<file path="config.mk">
export PLATFORM = sky130hd
export DESIGN_NAME = uart_loopback_buffer
export DESIGN_NICKNAME = d
export VERILOG_FILES = /design/src/rtl/uart_pkg.sv /design/src/rtl/sync_fifo_fwft.sv /design/src/rtl/uart_loopback_buffer.sv
export SDC_FILE = /design/constraint.sdc
export NUM_CORES = 1
export LEC_CHECK = 0
export ABC_AREA = 1
export BUFFER_PORTS_ARGS = -buffer_cell sky130_fd_sc_hd__buf_2
export CAP_MARGIN = 20
export CELL_PAD_IN_SITES_DETAIL_PLACEMENT = 0
export CELL_PAD_IN_SITES_GLOBAL_PLACEMENT = 1
export CORE_UTILIZATION = 53
export DETAILED_ROUTE_END_ITERATION = 12
export PLACE_DENSITY = 0.87
export SLEW_MARGIN = 20
export SYNTH_ARGS = -nofsm -noshare
export SYNTH_HDL_FRONTEND = slang
export SYNTH_SLANG_ARGS = --single-unit
</file>
<file path="constraint.sdc">
create_clock -name clk -period 9.7 [get_ports clk]
set_clock_uncertainty 0.1 [all_clocks]
set_input_delay 0.485 -clock clk [delete_from_list [all_inputs] [get_ports clk]]
set_output_delay 0.485 -clock clk [all_outputs]
set_load 0.005 [all_outputs]
</file>
<file path="src/rtl/uart_pkg.sv">
// Purpose: shared drain-policy and TX FSM encodings for the UART loopback buffer.
// Latency: none (types, constants and one elaboration-time helper).
// Backpressure: n/a.
package uart_pkg;

  // Drain policies selected by the MODE parameter of uart_loopback_buffer.
  localparam int BURST  = 0;  // drain only once the FIFO is full
  localparam int STREAM = 1;  // drain as soon as one frame is held
  localparam int THRESH = 2;  // drain once THRESHOLD frames are held

  typedef enum logic [1:0] {
    IDLE      = 2'd0,
    SEND      = 2'd1,
    WAIT_BUSY = 2'd2,
    WAIT_DONE = 2'd3
  } tx_state_e;

  // Occupancy at which an idle transmitter starts a burst.
  function automatic int start_level(input int mode, input int depth, input int threshold);
    if (mode == STREAM) begin
      return 1;
    end else if (mode == THRESH) begin
      return threshold;
    end
    return depth;
  endfunction

endpackage

</file>
<file path="src/rtl/sync_fifo_fwft.sv">
// Purpose: synchronous first-word-fall-through FIFO (storage, pointers, occupancy).
// Latency: write visible at head one cycle after push; head read has zero latency.
// Backpressure: push ignored while full, pop ignored while empty.
//
// Ports:
//   clk, rst_n      clock, synchronous active-low reset (pointers/count only)
//   push, push_data write request and frame
//   pop             discard current head
//   head_data       current head entry, combinational from storage
//   count           occupancy 0..DEPTH
//   full, empty     count == DEPTH / count == 0
module sync_fifo_fwft #(
  parameter int DATA_WIDTH = 64,
  parameter int DEPTH_LOG2 = 3
) (
  input  logic                  clk,
  input  logic                  rst_n,
  input  logic                  push,
  input  logic [DATA_WIDTH-1:0] push_data,
  input  logic                  pop,
  output logic [DATA_WIDTH-1:0] head_data,
  output logic [DEPTH_LOG2:0]   count,
  output logic                  full,
  output logic                  empty
);

  localparam int DEPTH = 2 ** DEPTH_LOG2;
  localparam logic [DEPTH_LOG2:0] DEPTH_C = DEPTH[DEPTH_LOG2:0];

  logic [DATA_WIDTH-1:0] mem_q [DEPTH];
  logic [DEPTH_LOG2-1:0] wr_ptr_q, wr_ptr_d;
  logic [DEPTH_LOG2-1:0] rd_ptr_q, rd_ptr_d;
  logic [DEPTH_LOG2:0]   count_q, count_d;
  logic                  push_ok, pop_ok;

  assign full      = (count_q == DEPTH_C);
  assign empty     = (count_q == '0);
  assign count     = count_q;
  assign head_data = mem_q[rd_ptr_q];

  // Acceptance depends only on this cycle's occupancy, so a push into a full
  // FIFO is refused even when a pop happens in the same cycle.
  assign push_ok = push & ~full;
  assign pop_ok  = pop & ~empty;

  always_comb begin
    wr_ptr_d = wr_ptr_q;
    rd_ptr_d = rd_ptr_q;
    count_d  = count_q;
    // Pointers are exactly DEPTH_LOG2 bits wide, so they wrap modulo DEPTH.
    if (push_ok) wr_ptr_d = wr_ptr_q + 1'b1;
    if (pop_ok)  rd_ptr_d = rd_ptr_q + 1'b1;
    if (push_ok && !pop_ok) begin
      count_d = count_q + 1'b1;
    end else if (pop_ok && !push_ok) begin
      count_d = count_q - 1'b1;
    end
  end

  always_ff @(posedge clk) begin
    if (!rst_n) begin
      wr_ptr_q <= '0;
      rd_ptr_q <= '0;
      count_q  <= '0;
    end else begin
      wr_ptr_q <= wr_ptr_d;
      rd_ptr_q <= rd_ptr_d;
      count_q  <= count_d;
    end
  end

  // Storage is never reset; only entries between the pointers are meaningful.
  always_ff @(posedge clk) begin
    if (push_ok) mem_q[wr_ptr_q] <= push_data;
  end

endmodule

</file>
<file path="src/rtl/uart_loopback_buffer.sv">
// Purpose: buffers frames from a UART receiver and replays them to the transmitter in bursts.
// Latency: rx_ack one cycle after an rx_rdy rising edge; tx_vld earliest two cycles after the push.
// Backpressure: frames arriving while full are dropped and counted; TX paced by tx_rdy low/high handshake.
//
// Ports:
//   clk, rst_n          clock, synchronous active-low reset
//   rx_data, rx_rdy     received frame; a rising edge of rx_rdy is one arrival
//   rx_ack              one-cycle pulse, arrival consumed (stored or dropped)
//   tx_data, tx_vld     FIFO head and one-cycle start-transmission pulse
//   tx_rdy              transmitter idle level
//   fifo_count/full/empty  occupancy status
//   drop_cnt            saturating count of frames dropped on overflow
//   busy                TX FSM not idle
// DATA_WIDTH is expected to be a multiple of 8 (whole UART bytes).
module uart_loopback_buffer
  import uart_pkg::*;
#(
  parameter int DATA_WIDTH = 64,
  parameter int DEPTH_LOG2 = 3,
  parameter int MODE       = 0,
  parameter int THRESHOLD  = 4
) (
  input  logic                  clk,
  input  logic                  rst_n,
  input  logic [DATA_WIDTH-1:0] rx_data,
  input  logic                  rx_rdy,
  output logic                  rx_ack,
  output logic [DATA_WIDTH-1:0] tx_data,
  output logic                  tx_vld,
  input  logic                  tx_rdy,
  output logic [DEPTH_LOG2:0]   fifo_count,
  output logic                  fifo_full,
  output logic                  fifo_empty,
  output logic [15:0]           drop_cnt,
  output logic                  busy
);

  localparam int DEPTH   = 2 ** DEPTH_LOG2;
  localparam int START_I = start_level(MODE, DEPTH, THRESHOLD);
  localparam logic [DEPTH_LOG2:0] START_LVL = START_I[DEPTH_LOG2:0];

  logic                rx_rdy_q, rx_rdy_d;
  logic                arm_q, arm_d;
  logic                rx_ack_q, rx_ack_d;
  logic [15:0]         drop_cnt_q, drop_cnt_d;
  tx_state_e           state_q, state_d;
  logic [DEPTH_LOG2:0] burst_len_q, burst_len_d;

  logic arrival, push, pop;

  // arm_q stays low for the first cycle after reset, so an rx_rdy that is
  // already high when reset releases is absorbed into the history instead of
  // being seen as a rising edge.
  assign arrival = arm_q & rx_rdy & ~rx_rdy_q;
  assign push    = arrival & ~fifo_full;

  // tx_vld is decoded from the state register and tx_rdy rather than
  // registered: it must coincide with the pop so that tx_data (the
  // fall-through head) is the frame being sent during the pulse.
  assign tx_vld = (state_q == SEND) & tx_rdy & ~fifo_empty;
  assign pop    = tx_vld;

  assign rx_ack   = rx_ack_q;
  assign drop_cnt = drop_cnt_q;
  assign busy     = (state_q != IDLE);

  sync_fifo_fwft #(
    .DATA_WIDTH (DATA_WIDTH),
    .DEPTH_LOG2 (DEPTH_LOG2)
  ) u_fifo (
    .clk       (clk),
    .rst_n     (rst_n),
    .push      (push),
    .push_data (rx_data),
    .pop       (pop),
    .head_data (tx_data),
    .count     (fifo_count),
    .full      (fifo_full),
    .empty     (fifo_empty)
  );

  always_comb begin
    rx_rdy_d    = rx_rdy;
    arm_d       = 1'b1;
    rx_ack_d    = arrival;  // acknowledged whether stored or dropped
    drop_cnt_d  = drop_cnt_q;
    state_d     = state_q;
    burst_len_d = burst_len_q;

    if (arrival && fifo_full && (drop_cnt_q != 16'hFFFF)) begin
      drop_cnt_d = drop_cnt_q + 16'd1;
    end

    case (state_q)
      IDLE: begin
        // The burst length is frozen here; later pushes wait for the next burst.
        if (fifo_count >= START_LVL) begin
          state_d     = SEND;
          burst_len_d = fifo_count;
        end
      end
      SEND: begin
        if (fifo_empty) begin
          // Unreachable in normal operation; keeps the FSM from stalling.
          state_d     = IDLE;
          burst_len_d = '0;
        end else if (tx_rdy) begin
          state_d     = WAIT_BUSY;
          burst_len_d = burst_len_q - 1'b1;
        end
      end
      WAIT_BUSY: begin
        if (!tx_rdy) state_d = WAIT_DONE;
      end
      WAIT_DONE: begin
        if (tx_rdy) state_d = (burst_len_q != '0) ? SEND : IDLE;
      end
      default: state_d = IDLE;
    endcase
  end

  always_ff @(posedge clk) begin
    if (!rst_n) begin
      rx_rdy_q    <= 1'b0;
      arm_q       <= 1'b0;
      rx_ack_q    <= 1'b0;
      drop_cnt_q  <= '0;
      state_q     <= IDLE;
      burst_len_q <= '0;
    end else begin
      rx_rdy_q    <= rx_rdy_d;
      arm_q       <= arm_d;
      rx_ack_q    <= rx_ack_d;
      drop_cnt_q  <= drop_cnt_d;
      state_q     <= state_d;
      burst_len_q <= burst_len_d;
    end
  end

endmodule

</file>
# Yosys cells after proc, flatten, opt, wreduce, memory -nomap -nowiden
# Memory sizes are Yosys's and may differ from the RTL's. A register that Yosys moved wholly into a read port is not among the register bits.
# Index checks and enable logic that the tools add are counted.
[word_totals]
n_memories = 1
ram_bits = 512
elab_cells = 68
inputBits = 68
ff_bits = 35
out_inout_bits = 89
[memory_table]
columns = ["name", "depth", "width", "read_ports", "rd_clocked_by_memory_dff", "write_ports", "line", "text"]
rows = [
  ["u_fifo.mem_q", 8, 64, 1, 1, 1, "sync_fifo_fwft.sv:30", "logic [DATA_WIDTH-1:0] mem_q [DEPTH];"],
]
[op_classes]
n_eq_ne = 9
order_cmp = 1
reduce_logical = 14
bitwise_logic = 10
muxes = 18
n_addsub = 6
[ops]
columns = ["op", "count"]
rows = [
  ["4-bit two-way mux", 5],
  ["16-bit by 1-bit adder with 16-bit output, second input constant", 1],
  ["16-bit != test, second input constant", 1],
  ["2-bit two-way mux", 5],
  ["2-bit one-hot mux with 4 select lines", 1],
  ["4-bit one-hot mux with 2 select lines", 1],
  ["4-bit by 1-bit subtractor with 4-bit output, second input constant", 2],
  ["1-bit AND", 7],
  ["3-bit by 1-bit adder with 3-bit output, second input constant", 2],
  ["3-bit two-way mux", 2],
  ["2-bit != test, second input constant", 3],
  ["2-bit nonzero test", 3],
  ["4-bit by 1-bit adder with 4-bit output, second input constant", 1],
  ["2-bit == test, second input constant", 2],
  ["4-bit == test, second input constant", 1],
  ["4-bit greater-or-equal comparator, second input constant", 1],
  ["1-bit logical AND", 4],
  ["4-bit zero test", 1],
  ["1-bit two-way mux", 4],
  ["4-bit AND reduction", 1],
  ["4-bit nonzero test", 1],
  ["3-bit by 2-bit != test with 1-bit output, second input constant", 1],
  ["1-bit NOT", 3],
  ["3-bit AND reduction", 1],
  ["3 further kinds", 4],
]

# Longest topological paths before layout
# Gate-level depths: netlist (run 1).
[logic_depth]
ltp_word = 8
ltp_mapped = 14
ltp_nobuf = 14

# By module
# A second synthesis (run 1) with hierarchy kept.
[unflattened]
cells_unflattened = 1879
hier_area_um2 = 22071.2
[modules_own_cells]
columns = ["mod", "n_inst", "cells_each", "seq_area_each_um2", "area_per_inst_um2"]
rows = [
  ["sync_fifo_fwft", 1, 1667, 15635.0, 20648.6],
  ["uart_loopback_buffer", 1, 212, 500.5, 1422.6],
]

# Worst setup path before layout (run 1)
# Ideal clock, no wire load.
[synth_timing]
path_kind = "input-to-reg"
start = "input rx_rdy"
end = "memory u_fifo.mem_q[0][0] (enable)"
setup_slack_ps = 3616
arrival_ps = 5419
required_ps = 9035
stages = 5
setup_time_ps = 565
path_buffers = 0
cell_sequence = "inv_1 > nor2_1 > nand3_1 > or2_2 > nor3_1"
[synth_between]
elab_chain_cells = 6
[synth_lines]
columns = ["item", "line", "text"]
rows = [
  ["start, declared", "uart_loopback_buffer.sv:26", "input logic rx_rdy,"],
  ["1-bit AND (2 in series)", "uart_loopback_buffer.sv:54", "assign arrival = arm_q & rx_rdy & ~rx_rdy_q;"],
  ["1-bit AND", "uart_loopback_buffer.sv:55", "assign push = arrival & ~fifo_full;"],
  ["1-bit AND", "sync_fifo_fwft.sv:43", "assign push_ok = push & ~full;"],
  ["1-bit two-way mux", "sync_fifo_fwft.sv:74", "if (push_ok) mem_q[wr_ptr_q] <= push_data;"],
  ["1-bit two-way mux (implied by the code)", "sync_fifo_fwft.sv:74", ""],
  ["end, declared", "sync_fifo_fwft.sv:30", ""],
]
# No other way between the ends.

==> run metrics, run 1 <==
r2r setup slk 6520 ps; number of synthesized register bits 550; final setup fails 0; critical-path cell with the highest stage delay buf_4; post-route antenna net violation count 0; instance count of the mapped netlist 1,752; maximum operating frequency 235.7 MHz; area of the mapped netlist 21,680 µm²; RSZ-0062 raised after global routing no; Bufs on Longest Clock Path 3; crit path max fanout 77; share of total power consumed by net switching 21.97%; transition time at the pin with the least slew margin 1117 ps; Synth area leader edfxtp_1; maximum number of pins on one net before global-route repair 130; first-pass iteration count of the detailed router 7; worst setup path category flop to output port; Core Region 40,010 µm²; number of pins exceeding their max-slew limit in the final report 0; hold path start rx_data[45]; GR Overflow Total 0; Buffers on Ports 156; Boundary Pins 157; iteration-0 DRC count of the detailed router 1,099; worst relative slew slack 25.55%; first-pass GRT wire length 72.33 mm; wire length per cell 19.20 µm; path type of the worst min-delay path input pin to flop; count of unresolved DRC violations after routing 0; most area-consuming cells after synthesis edfxtp_1 71%, nor2_1 8.6%, o21ai_0 6.2%; Syn Area/Cell 12.38 µm²; nature of the critical path endpoint output port; share of total power in the clock network 38.9%; most common cell after layout, fill and taps aside edfxtp_1; vias 13,780; worst setup slack after placement 5799 ps; part of the cycle the worst path needs 43.73%; worst hold stages 1; status complete, no violations; startpoint of the lowest-slack register-to-register path u_fifo.count[1]; Synth warnings 0; delay of the slowest cell on the worst path 780 ps; die boundary width 204.3 µm; number of buffers inserted to repair setup after CTS 0; share of post-route cells with drive strength above 1 13.70%; Final Wtd Congestion 0.8026; clock tree from TritonCTS done; via density per instance 5.637; required time of the worst setup path 9120 ps; initial antenna violation count 5; cells along the critical path inv_4 > buf_4 > o21ai_0 > o22ai_1 > nor2_1 > a31oi_1 > buf_2; commonest non-fill, non-tap cells in the layout 512 x edfxtp_1, 490 x nor2_1, 267 x o21ai_0; Critical Path Start Type flop; MaxCap Viol Count 0; share of synthesized area occupied by flip-flops and latches 74.41%; cell area after placement 22,840 µm²; number of distinct library cells after synthesis 31; Overall Global Routing Usage 22.42%; area growth from synthesis to layout 12.76%; clock insertion delay at the later pin of the skew report 580 ps; number of H-tree levels 2; initial core utilization 54.20%; number of standard-cell rows in the floorplan 73; Clk pin slew, worst setup/hold paths 60 ps; number of CTS-inserted buffers 53; proportion of power drawn by flip-flops and latches 54.2%; total number of nets in the final design 1,955; cell area after layout 24,450 µm²; pwr dens 200.2 nW/µm²; final wirelength 46.93 mm; power share of the combinational group 6.9%; Die Height 204.3 µm; Internal Dissipation 3.819 mW; root buf cell clkbuf_16; clock net sink count 550; final critical-path required period 4242 ps; number of global-route vias before repair 13,350; R2R cell count 7; area share of the largest cell type after synthesis 70.91%; HPWL after detailed placement 24.28 mm; Worst EP arrival 3660 ps; reported net switching power 1.075 mW; Final Hold Viols 0; overall die area 41,720 µm²; Post-Syn Nets 1,829; final-layout setup total negative slack 0 ps; worst flop-to-flop path endpoint u_fifo.mem_q[3][27]; min setup slack post-route 5458 ps; maximum resistive drop on vdd 168.7 µV; reported leakage power 8.401 nW; endpoint of the worst hold-timing path u_fifo.mem_q[6][45]
[worst max-delay path, delay by kind of cell, from the launching register on]
kind            cells  cell delay, ps
compound gates      3             740
flops               1             560
buf+inv             3            1540
simple gates        1              50
[kinds of logic after synthesis]
family / Yosys count / share of synthesized area [%]
buf+inv: 143 / 2.983
fa+ha+maj: 9 / 0.5540
simple gates: 615 / 10.96
compound gates: 422 / 10.56
xor+xnor: 13 / 0.5251
flops: 550 / 74.41
[synthesized netlist by cell type]
cell type / n
a21oi_1: 22
a311oi_1: 1
a31oi_1: 64
buf_1: 9
buf_2: 26
buf_4: 2
buf_6: 9
clkbuf_1: 55
clkbuf_2: 2
dfxtp_1: 38
edfxtp_1: 512
fa_1: 1
ha_1: 8
inv_1: 37
inv_2: 3
nand2_1: 84
nand2_2: 2
nand3_1: 18
nand3b_1: 1
nand4_1: 6
nor2_1: 496
nor2_2: 3
nor2_4: 1
nor3_1: 2
o21ai_0: 267
o21ai_1: 1
o21ai_4: 1
o22ai_1: 66
or2_2: 2
xnor2_1: 5
xor2_1: 8
[power by group through the flow]
stage	combinational (mW)	clock, mW	sequential (mW)
6_report	0.340	1.90	2.65
5_1_grt	0.385	2.02	2.65
4_1_cts	0.343	1.93	2.65
3_5_place_dp	0.341	0	2.70
3_3_place_gp	0.330	0	2.70
2_1_floorplan	0.213	0	2.69
[cell type report]
class                      instances  area [µm²]
sequential                       550       16140
fill                            3083       15560
multi-input combinational       1059        4956
clock buffer                      61        1356
timing repair buffer             174       938.4
tap                              525       656.9
clock inverter                    29       224.0
inverter                          40       160.2
antenna                            6       15.01
[through the flow]
| stage | util (%) | hold slack, ps | power (mW) | cells |
|---|---|---|---|---|
| final | 61.12 | 47.53 | 4.894 | 2444 |
| after global routing | 61.09 | 40.05 | 5.061 | 2440 |
| after CTS | 61.06 | 21.94 | 4.927 | 2438 |
| after detailed placement | 57.08 | 361.9 | 3.042 | 2347 |
| after global placement | 57.03 | 348.4 | 3.030 | 2346 |
| after floorplan | - | 333.1 | 2.905 | 1752 |
[how the worst max path moves through the flow]
stage / start / end / slack (ps) / cells after the start
6_report: flop / tx_data[63] / 5460 / 7
5_1_grt: flop / tx_data[63] / 5250 / 7
4_1_cts: flop / tx_data[2] / 5150 / 7
3_5_place_dp: flop / tx_data[2] / 5800 / 7
3_3_place_gp: flop / tx_data[2] / 5810 / 7
2_1_floorplan: rx_rdy / u_fifo.mem_q[0][0] / 3620 / 5
[flip-flops by register name (all words and copies together), names as in the netlist, named ones only]
register	cells
arm_q	1
burst_len_q	4
drop_cnt	16
rx_ack	1
rx_rdy_q	1
state_q	1
u_fifo.count	4
u_fifo.mem_q	512
u_fifo.rd_ptr_q	3
u_fifo.wr_ptr_q	3
[what timing repair did]
action	CTS	global route
gates resized for setup	0	0
hold buffers	1	0
hold endpoints to repair	1	0
setup endpoints to repair	0	0
[routing by layer]
layer | wire (µm) | vias to the layer above | track usage, %
li1 | - | 6560 | -
met1 | 20450 | 6708 | 31.23
met2 | 22440 | 430 | 36.17
met3 | 2963 | 77 | 3.476
met4 | 1054 | 2 | 7.569
met5 | 13 | - | 0
No activity file was read; power rests on OpenSTA's default activity.
==> inputs of run 2 (changes only) <==
--- a/config.mk
+++ b/config.mk
@@ -10,9 +10,9 @@
 export CAP_MARGIN = 20
 export CELL_PAD_IN_SITES_DETAIL_PLACEMENT = 0
 export CELL_PAD_IN_SITES_GLOBAL_PLACEMENT = 1
-export CORE_UTILIZATION = 53
+export CORE_UTILIZATION = 49
 export DETAILED_ROUTE_END_ITERATION = 12
-export PLACE_DENSITY = 0.87
+export PLACE_DENSITY = 0.81
 export SLEW_MARGIN = 20
 export SYNTH_ARGS = -nofsm -noshare
 export SYNTH_HDL_FRONTEND = slang
==> constraint.sdc (replaced) <==
create_clock -name clk -period 4.4 [get_ports clk]
set_clock_uncertainty 0.1 [all_clocks]
set_input_delay 0.22 -clock clk [delete_from_list [all_inputs] [get_ports clk]]
set_output_delay 0.22 -clock clk [all_outputs]
set_load 0.005 [all_outputs]
==> run 2 against run 1 <==
Sequential power rose by 120%. Utilization fell by 2.4 points. First-iteration DRC count rose by 2.1%. Sequential share of layout area fell by 2.6 points. Cell count rose by 5.7%. Global-route usage fell by 1.4 points. Routed wire length rose by 0.85%. Count of clock-buffer cells in the layout rose by 10. Largest cell class unchanged. Largest power group unchanged.
==> run metrics, run 2 (synthesis gave the netlist of run 1 again) <==
status complete, no violations; cell area after layout 25,470 µm²; number of global-route vias before repair 13,660; maximum operating frequency 298.9 MHz; first-pass GRT wire length 73.78 mm; most common cell after layout, fill and taps aside edfxtp_1; clock tree from TritonCTS done; number of buffers inserted to repair setup after CTS 0; MaxCap Viol Count 0; number of standard-cell rows in the floorplan 76; final setup fails 0; clock insertion delay at the later pin of the skew report 610 ps; worst setup path category flop to output port; R2R cell count 6; maximum number of pins on one net before global-route repair 257; overall die area 45,100 µm²; via density per instance 5.417; max FFs per register 512; area growth from synthesis to layout 17.44%; startpoint of the lowest-slack register-to-register path u_fifo.count[1]; part of the cycle the worst path needs 76.04%; Core Region 43,360 µm²; root buf cell clkbuf_16; Worst EP arrival 3030 ps; share of post-route cells with drive strength above 1 14.16%; Buffers on Ports 156; smallest hold slack 318.1 ps; Die Height 212.4 µm; Total Power Consumption 11.22 mW; register with the highest flop count u_fifo.mem_q; Placed Instances 2,412; kind of cell adding the most delay to the critical path buffers and inverters; critical-path cell with the highest stage delay buf_12; number of H-tree levels 2; reported leakage power 8.800 nW; Post-Layout Cell Count 2,584; commonest non-fill, non-tap cells in the layout 512 x edfxtp_1, 490 x nor2_1, 267 x o21ai_0; Overall Global Routing Usage 21.04%; final-layout setup total negative slack 0 ps; Clk pin slew, worst setup/hold paths 60 ps; initial antenna violation count 3; cells along the critical path buf_12 > buf_16 > o21ai_0 > o22ai_1 > nor2_1 > a31oi_1 > buf_2; Bufs on Longest Clock Path 3; first-pass iteration count of the detailed router 5; iteration-0 DRC count of the detailed router 1,122; final critical-path required period 3346 ps; transition time at the pin with the least slew margin 1063 ps; total number of nets in the final design 2,030; HPWL after detailed placement 24.77 mm; post-route antenna net violation count 0; vias 14,000; final wirelength 47.33 mm; worst flop-to-flop path endpoint u_fifo.mem_q[4][53]; initial core utilization 50.01%; path type of the worst min-delay path input pin to flop; delay of the slowest cell on the worst path 420 ps; Final Wtd Congestion 0.8109; number of CTS-inserted buffers 55; pwr dens 440.4 nW/µm²; die boundary width 212.4 µm; Worst Setup EP tx_data[57]; number of pins exceeding their max-slew limit in the final report 0; RSZ-0062 raised after global routing no; r2r setup slk 1630 ps; Final Hold Viols 0; Critical Path Start Type flop; worst relative slew slack 29.11%; count of unresolved DRC violations after routing 0; GR Overflow Total 0; maximum resistive drop on vdd 326.0 µV; count of cell instances traversed by the critical path 7; required time of the worst setup path 4080 ps; crit path max fanout 130; nature of the critical path endpoint output port; clock net sink count 550; wire length per cell 18.32 µm; Boundary Pins 157; critical path buffer and inverter count 3; cell area after placement 22,990 µm²
## run 2: changes by cell type in the layout (fill, tap and decap cells not counted), sizes merged
| cell | delta |
|---|---|
| clkinvlp | +1 |
| bufinv | +2 |
| clkbuf | +10 |
| buf | +6 |
| inv | -1 |
| dlygate4sd3 | +67 |
| diode | -5 |
## run 2: stage by stage
step / setup WS (ps) / utilization, %
floorplan: 84.00 / -
global placement: 1616 / 53.01
detailed placement: 1581 / 53.01
CTS: 1095 / 58.66
global route: 916.6 / 58.73
finish: 1054 / 58.73
## run 2: repair_timing
item / CTS / global route
gates resized for setup: 0 / 0
hold endpoints to repair: 529 / 0
endpoints found under the setup margin: 0 / 0
hold buffers: 68 / 0
## run 2: layer usage
layer  GRT usage, %  wire (µm)  vias up
met5              0         20        -
met4          6.351        897        4
met3          3.028       2250       71
met2          35.50      23250      362
met1          28.31      20920     6860
li1               -          -     6700
## run 2: worst min-delay path by stage
| stage | cells after the start | start | slack (ps) | to |
|---|---|---|---|---|
| after floorplan | 0 | rst_n | 150 | arm_q |
| after global placement | 3 | rx_rdy | 320 | rx_rdy_q |
| after detailed placement | 3 | rx_rdy | 330 | rx_rdy_q |
| after CTS | 2 | rx_data[14] | 290 | u_fifo.mem_q[5][14] |
| after global routing | 2 | rx_data[14] | 320 | u_fifo.mem_q[5][14] |
| final | 2 | rx_data[14] | 320 | u_fifo.mem_q[2][14] |
## run 2: where the power goes
part	leakage (nW)	total (mW)	switching [mW]	internal (mW)
Clock	0.861	4.56	1.94	2.62
Combinational	3.01	0.837	0.529	0.308
Sequential	4.93	5.82	0.0317	5.79
## run 2: final cells by class
cell class,instances,area (µm²)
tap,585,732.0
clock inverter,31,331.6
multi-input combinational,1059,4969
sequential,550,16140
timing repair buffer,247,1692
antenna,1,2.502
fill,3527,17900
clock buffer,71,1436
inverter,40,160.2
